===== src/rtl/rrat_free_list_if.sv =====
// rrat_free_list_if: commit, dispatch and retirement-map bundle between the ROB/dispatch and the free list.
interface rrat_free_list_if #(
  parameter int PRF_SIZE  = 64,
  parameter int ARCH_REGS = 32,
  parameter int PRF_LEN   = $clog2(PRF_SIZE),
  parameter int FL_DEPTH  = PRF_SIZE - ARCH_REGS
);
  logic                           commit_valid;
  logic [4:0]                     rob_commit_dest_areg_idx;
  logic [PRF_LEN-1:0]             rob_commit_dest_preg_idx;
  logic                           mis_pred_is_head;
  logic                           dispatch_alloc;
  logic [PRF_LEN-1:0]             prf_free_preg_idx;
  logic                           free_preg_valid;
  logic [$clog2(FL_DEPTH):0]      free_count;
  logic [ARCH_REGS*PRF_LEN-1:0]   rrat_map;
  logic                           commit_mismatch;
  modport master (
    output commit_valid, rob_commit_dest_areg_idx, rob_commit_dest_preg_idx, mis_pred_is_head, dispatch_alloc,
    input  prf_free_preg_idx, free_preg_valid, free_count, rrat_map, commit_mismatch
  );
  modport slave (
    input  commit_valid, rob_commit_dest_areg_idx, rob_commit_dest_preg_idx, mis_pred_is_head, dispatch_alloc,
    output prf_free_preg_idx, free_preg_valid, free_count, rrat_map, commit_mismatch
  );
endinterface


===== src/rtl/rrat_free_list.sv =====
// rrat_free_list: retirement RAT plus circular physical-register free list with one-cycle mispredict recovery.
module rrat_free_list #(
  parameter int PRF_SIZE  = 64,
  parameter int ARCH_REGS = 32,
  parameter int PRF_LEN   = $clog2(PRF_SIZE),
  parameter int FL_DEPTH  = PRF_SIZE - ARCH_REGS
) (
  input logic             clock,
  input logic             reset,
  rrat_free_list_if.slave bus
);
  localparam int PW = $clog2(FL_DEPTH);
  localparam int CW = PW + 1;
  logic [PRF_LEN-1:0] rrat [ARCH_REGS];
  logic [PRF_LEN-1:0] fl [FL_DEPTH];
  logic [PW-1:0] spec_head, ret_head, tail, ret_head_nxt;
  logic [CW-1:0] count;
  logic mismatch, do_commit, do_alloc, push, bad;
  function automatic logic [PW-1:0] inc(input logic [PW-1:0] p);
    return (p == PW'(FL_DEPTH - 1)) ? '0 : p + 1'b1;
  endfunction
  always_comb begin
    do_commit    = bus.commit_valid && bus.rob_commit_dest_areg_idx != '0;
    do_alloc     = bus.dispatch_alloc && count != '0 && !bus.mis_pred_is_head;
    push         = do_commit && !(count == CW'(FL_DEPTH) && !do_alloc);
    bad          = do_commit && (!push || bus.rob_commit_dest_preg_idx != fl[ret_head]);
    ret_head_nxt = do_commit ? inc(ret_head) : ret_head;
  end
  // Recovery rewinds the speculative head onto the post-commit retirement head.
  always_ff @(posedge clock or posedge reset) begin
    if (reset) begin
      for (int i = 0; i < ARCH_REGS; i++) rrat[i] <= PRF_LEN'(i);
      for (int i = 0; i < FL_DEPTH; i++) fl[i] <= PRF_LEN'(ARCH_REGS + i);
      spec_head <= '0;
      ret_head  <= '0;
      tail      <= '0;
      count     <= CW'(FL_DEPTH);
      mismatch  <= 1'b0;
    end else begin
      mismatch <= bad;
      ret_head <= ret_head_nxt;
      if (do_commit) rrat[bus.rob_commit_dest_areg_idx] <= bus.rob_commit_dest_preg_idx;
      if (push) begin
        fl[tail] <= rrat[bus.rob_commit_dest_areg_idx];
        tail     <= inc(tail);
      end
      spec_head <= bus.mis_pred_is_head ? ret_head_nxt : do_alloc ? inc(spec_head) : spec_head;
      count     <= bus.mis_pred_is_head ? CW'(FL_DEPTH) : count + CW'(push) - CW'(do_alloc);
    end
  end
  assign bus.prf_free_preg_idx = fl[spec_head];
  assign bus.free_preg_valid   = count != '0;
  assign bus.free_count        = count;
  assign bus.commit_mismatch   = mismatch;
  for (genvar g = 0; g < ARCH_REGS; g++) begin : g_map
    assign bus.rrat_map[g*PRF_LEN +: PRF_LEN] = rrat[g];
  end
endmodule


===== src/flat_wrapper.sv =====
// flat-port wrapper written by rule: the top's interface ports become plain ports
module rrat_free_list_flat 
#(
  parameter int PRF_SIZE  = 64,
  parameter int ARCH_REGS = 32,
  parameter int PRF_LEN   = $clog2(PRF_SIZE),
  parameter int FL_DEPTH  = PRF_SIZE - ARCH_REGS
)
  (clock, reset, bus_commit_valid, bus_rob_commit_dest_areg_idx, bus_rob_commit_dest_preg_idx, bus_mis_pred_is_head, bus_dispatch_alloc, bus_prf_free_preg_idx, bus_free_preg_valid, bus_free_count, bus_rrat_map, bus_commit_mismatch);
  rrat_free_list_if #(.PRF_SIZE(PRF_SIZE), .ARCH_REGS(ARCH_REGS), .PRF_LEN(PRF_LEN), .FL_DEPTH(FL_DEPTH)) bus_i ();
  input logic clock;
  input logic reset;
  input wire logic [$bits(bus_i.commit_valid)-1:0] bus_commit_valid;
  input wire logic [$bits(bus_i.rob_commit_dest_areg_idx)-1:0] bus_rob_commit_dest_areg_idx;
  input wire logic [$bits(bus_i.rob_commit_dest_preg_idx)-1:0] bus_rob_commit_dest_preg_idx;
  input wire logic [$bits(bus_i.mis_pred_is_head)-1:0] bus_mis_pred_is_head;
  input wire logic [$bits(bus_i.dispatch_alloc)-1:0] bus_dispatch_alloc;
  output wire logic [$bits(bus_i.prf_free_preg_idx)-1:0] bus_prf_free_preg_idx;
  output wire logic [$bits(bus_i.free_preg_valid)-1:0] bus_free_preg_valid;
  output wire logic [$bits(bus_i.free_count)-1:0] bus_free_count;
  output wire logic [$bits(bus_i.rrat_map)-1:0] bus_rrat_map;
  output wire logic [$bits(bus_i.commit_mismatch)-1:0] bus_commit_mismatch;
  assign bus_i.commit_valid = bus_commit_valid;
  assign bus_i.rob_commit_dest_areg_idx = bus_rob_commit_dest_areg_idx;
  assign bus_i.rob_commit_dest_preg_idx = bus_rob_commit_dest_preg_idx;
  assign bus_i.mis_pred_is_head = bus_mis_pred_is_head;
  assign bus_i.dispatch_alloc = bus_dispatch_alloc;
  assign bus_prf_free_preg_idx = bus_i.prf_free_preg_idx;
  assign bus_free_preg_valid = bus_i.free_preg_valid;
  assign bus_free_count = bus_i.free_count;
  assign bus_rrat_map = bus_i.rrat_map;
  assign bus_commit_mismatch = bus_i.commit_mismatch;
  rrat_free_list #(.PRF_SIZE(PRF_SIZE), .ARCH_REGS(ARCH_REGS), .PRF_LEN(PRF_LEN), .FL_DEPTH(FL_DEPTH)) u_core (.clock(clock), .reset(reset), .bus(bus_i));
endmodule

===== config.mk =====
export PLATFORM = sky130hd
export DESIGN_NAME = rrat_free_list_flat
export DESIGN_NICKNAME = d
export VERILOG_FILES = /design/src/rtl/rrat_free_list_if.sv /design/src/rtl/rrat_free_list.sv /design/src/flat_wrapper.sv
export SDC_FILE = /design/constraint.sdc
export NUM_CORES = 1
export LEC_CHECK = 0
export ABC_AREA = 0
export BUFFER_PORTS_ARGS = -buffer_cell sky130_fd_sc_hd__buf_2
export CAP_MARGIN = 20
export CORE_MARGIN = 2
export CORE_UTILIZATION = 30
export CTS_CLUSTER_DIAMETER = 80
export DETAILED_ROUTE_END_ITERATION = 6
export HOLD_SLACK_MARGIN = 0.08
export PLACE_DENSITY = 0.44
export SETUP_SLACK_MARGIN = 0.5
export SYNTH_ARGS = -nofsm -noshare
export SYNTH_HDL_FRONTEND = slang
export SYNTH_SLANG_ARGS = --single-unit

===== constraint.sdc =====
create_clock -name clock -period 17 [get_ports clock]
set_input_delay 0.85 -clock clock [delete_from_list [all_inputs] [get_ports clock]]
set_output_delay 0.85 -clock clock [all_outputs]
set_load 0.02 [all_outputs]

Word level (Yosys, flattened, before mapping) --
Index checks and enable logic that the tools add are counted.
Storage, ports and cells: bits of input ports 16, output and inout port bits 206, flip-flop bits (word level) 406, logic and storage cells 127
Cells by class: bitwise operators 4, muxes and demuxes 22, eq/ne operators 5, reduce and logical (&&, ||, !) cells 16, $add $sub $neg 5, order comparisons 6
Operator list (count):
- $bwmux W192 | 2
- $bmux W6 S5 | 3
- $demux W6 S5 | 2
- $mux W6 | 9
- $mux W5 | 6
- $ge A6 B6 Y1 const B | 4
- $not A5 Y6 | 4
- $add A5 B1 Y5 const B | 3
- $eq A5 B5 Y1 const B | 3
- $lt A6 B1 Y1 const B | 2
- $logic_and A1 B1 Y1 | 8
- $add A6 B1 Y6 | 1
- $eq A6 B6 Y1 const B | 1
- $ne A6 B6 Y1 | 1
- $reduce_bool A6 Y1 | 1
- $sub A6 B1 Y6 | 1
- $reduce_bool A5 Y1 | 1
- $logic_not A1 Y1 | 4
- $reduce_bool A2 Y1 | 1
- $logic_or A1 B1 Y1 | 1

Longest topological paths before layout --
depth in word-level cells 10, depth in mapped cells 15, mapped depth without buffers 15

Least setup slack after synthesis --
OpenSTA, ideal clock, no wires.
kind register to output, start reg u_core.spec_head[0], end out bus_prf_free_preg_idx[0], data required time 16.150 ns, path buffers 2, data arrival time 2.339 ns, cell stages (with the launch flop) 6, path slack 13.811 ns, path through dfrtp_1 clkbuf_1 clkbuf_1 mux4_2 mux4_2 mux2_2
Between the ends: cells in the longest elaborated chain, start to end 4
RTL lines:
- start, declared | RTL line rrat_free_list.sv:16 | logic [PW-1:0] spec_head, ret_head, tail, ret_head_nxt;
- start signal, assigned | RTL line rrat_free_list.sv:47 | spec_head <= bus.mis_pred_is_head ? ret_head_nxt : do_alloc ? inc(spec_head) : spec_head;
- $not A5 Y6 (implied by the code) | RTL line rrat_free_list.sv:51 | assign bus.prf_free_preg_idx = fl[spec_head];
- $bmux W6 S5 | RTL line rrat_free_list.sv:51
- $mux W6 (implied by the code) (2 in a row) | RTL line rrat_free_list.sv:51
- end, declared | RTL line flat_wrapper.sv:18 | output wire logic [$bits(bus_i.prf_free_preg_idx)-1:0] bus_prf_free_preg_idx;
Every way passes these cells. The select of a mux whose other input is x is not followed.

Final worst setup path --
start reg u_core.spec_head[0], end out bus_prf_free_preg_idx[1]
Same word-level chain as after synthesis.

==> impl_metrics.ini <==
[logic_synthesis]
synthArstFlopShare_pct = 100
synth_edf_count = 0
synth_area_leader_cell = dfrtp_1
synth.distinct_cells = 58
mappedNetlistArea_um2 = 20800
synth_seq_cells = 406
yosysSeqAreaShare_pct = 50.1
synthFlopType = dfrtp_1
synth_top_area_share_pct = 25.7
yosys_warnings = 0
synthesis.nets = 1446
synth_area_per_cell_um2 = 14.7
netlist_instances = 1411
synth.area.top_cells = dfrtp_1 26%, dfstp_2 24%, mux2_2 21%

[cells_and_area]
syn2layout_area_growth_pct = 17.7
fin_nets = 1636
n_antenna_cell = 0
fillers = 6662
final_cell_mix = 387 x mux2_2, 220 x buf_2, 209 x dfrtp_1
mostFrequentLayoutCell = mux2_2
final_util_pct = 35.6
drive_gt1_share_pct = 64.3

[sta]
fin_tns_setup_ns = 0
rsz0062_at_grt = false
setup_violations = 0
timing.hold.ws_ns = 0.405
slew_violations = 0
slew_headroom_pct = 32.3
period_share_pct = 26.6
worst_pin_slew_ns = 1.01
layout_min_cycle_time_ns = 4.53
max_freq_mhz = 221
fin_skew_ns = 0.0235
hold_viol_final = 0

[floorplanning]
io_pins = 222
die_y_um = 267
dieArea_um2 = 71400
die_x_um = 267
start_util_pct = 30.3
rows = 96
core-area_um2 = 68600

[outcome]
outcome = finished clean

[route]
avgViaCountPerCell = 5.19
drt_wl_total_um = 68700
wl_per_cell_um = 26.7
drt_iter0_drc = 890
antenna_left = 0
dr.pass1.iters = 7
drc = 0
vias = 13400

[setup_path]
r2r_setup_slack_ns = 13.53
crit_required_ns = 16.15
crit_slowest_cell = dfrtp_4
crit_path_frequent_cell = mux4_2
crit_path_start_kind = flip-flop
cp_cell_sequence = buf_4 > mux4_2 > mux4_2 > mux2_2 > buf_2
r2r_cells = 8
path_max_fanout = 30
slowest_delay_ns = 0.73
arrival_ns = 3.68
r2r_start = u_core.ret_head[0]
end_kind = output port
r2r-end = u_core.bus.commit_mismatch
worstSetupPathType = flip-flop to output port

[cts]
cts_htree_levels = 2
path_clk_slew_ns = 0.06
postCtsSetupRepairBufs = 0
clk_latency_ns = 0.61
tritoncts = yes
ctsHoldBuffers = 0
cts.sinks = 406
ctsResizeCount = 0
clock_path_buffers = 3
numCtsBuffers = 49
cts-root-buf = clkbuf_16

[grt]
grt_pass1_vias = 14000
track_usage_pct = 19.4
grt_pass1_wl_um = 102000
grt_max_degree = 170
grt_antenna_before_repair = 3
grt_overflow = 0

[job]
maxCapViolCount = 0

[power_and_ir_drop]
total_power_mw = 3.77
ir_worst_vdd_mv = 0.0817
p_per_area_nw_per_um2 = 154
leakagePower_nw = 10.6

[placed_design]
gp_congestion = 0.809
io_buffer_count = 221
place_hpwl_um = 46500

[min_path]
hold_class = input port to asynchronous set/reset pin
through the flow:
stage | cells | setup WS (ns) | cell area (um2)
after global routing | 2573 | 12.29 | 24400
after detailed placement | 2481 | 12.98 | 22800
after floorplan | 1411 | 5.17 | 20800
final | 2573 | 12.47 | 24400
after CTS | 2573 | 12.37 | 24400
after global placement | 2479 | 12.73 | 22800
final cells by class:
cell class              instances  area, um2  share of cell area (%)
clock buffers                  72       1410                    5.78
clock inverters                20        210                   0.860
inverters                      15       63.8                   0.261
multi-input cells             882       9850                    40.3
flip-flops and latches        406      10400                    42.6
well taps                     931       1160                    4.76
repair buffers                247       1340                    5.48
sequential cells by signal (all words and copies together) (netlist names):
signal / cells
u_core.bus.rrat_map: 192
u_core.fl: 192
u_core.bus.free_count: 6
u_core.ret_head: 5
u_core.tail: 5
u_core.spec_head: 5
u_core.bus.commit_mismatch: 1
how the worst max path moves through the flow:
| stage | to | slack [ns] | from |
|---|---|---|---|
| after global routing | bus_prf_free_preg_idx[2] | 12.29 | u_core.spec_head[0] |
| after global placement | u_core.fl[171] | 12.73 | bus_rob_commit_dest_areg_idx[1] |
| after detailed placement | u_core.fl[171] | 12.98 | bus_rob_commit_dest_areg_idx[2] |
| final | bus_prf_free_preg_idx[1] | 12.47 | u_core.spec_head[0] |
| after floorplan | u_core.bus.commit_mismatch | 5.17 | reset |
| after CTS | bus_prf_free_preg_idx[2] | 12.37 | u_core.spec_head[0] |
kinds of logic after synthesis:
group	Yosys count	share of synthesized area [%]
XOR/XNOR	10	0.422
AND/OR/NAND/NOR	197	4.66
buffers and inverters	123	2.54
AO/OA/AOI/OAI	96	3.22
adder cells (fa/ha/maj)	19	1.18
multiplexers	560	37.9
flip-flops	406	50.1
critical path: cells and delay by family, from the launching register on:
kind / cells / cell delay (ns)
multiplexers: 3 / 1.49
buffers and inverters: 2 / 0.82
flip-flops: 1 / 0.73
Yosys cell counts, types with 16 or more instances:
| cell type | instances |
|---|---|
| mux2_2 | 387 |
| dfrtp_1 | 213 |
| dfstp_2 | 193 |
| mux4_2 | 137 |
| clkbuf_1 | 78 |
| nand2_1 | 62 |
| nor2_1 | 48 |
| a22oi_1 | 25 |
| buf_2 | 19 |
| ha_1 | 18 |
| mux2i_1 | 17 |
| a21oi_1 | 16 |
| mux2_1 | 16 |
| nor2b_1 | 16 |
where the power goes:
| part | switching, mW | total (mW) | internal [mW] |
|---|---|---|---|
| sequential | 0.214 | 1.46 | 1.25 |
| combinational | 0.697 | 1.25 | 0.550 |
| clock | 0.438 | 1.06 | 0.623 |
metal layers:
metal	track usage, %	vias up	share of wire (%)
li1	-	5734	-
met3	4.95	74	6.2
met4	4.52	0	1.8
met5	0	-	0
met2	31.5	340	48
met1	26.1	7210	44
Note: power is estimated with default switching activity, not from simulation.
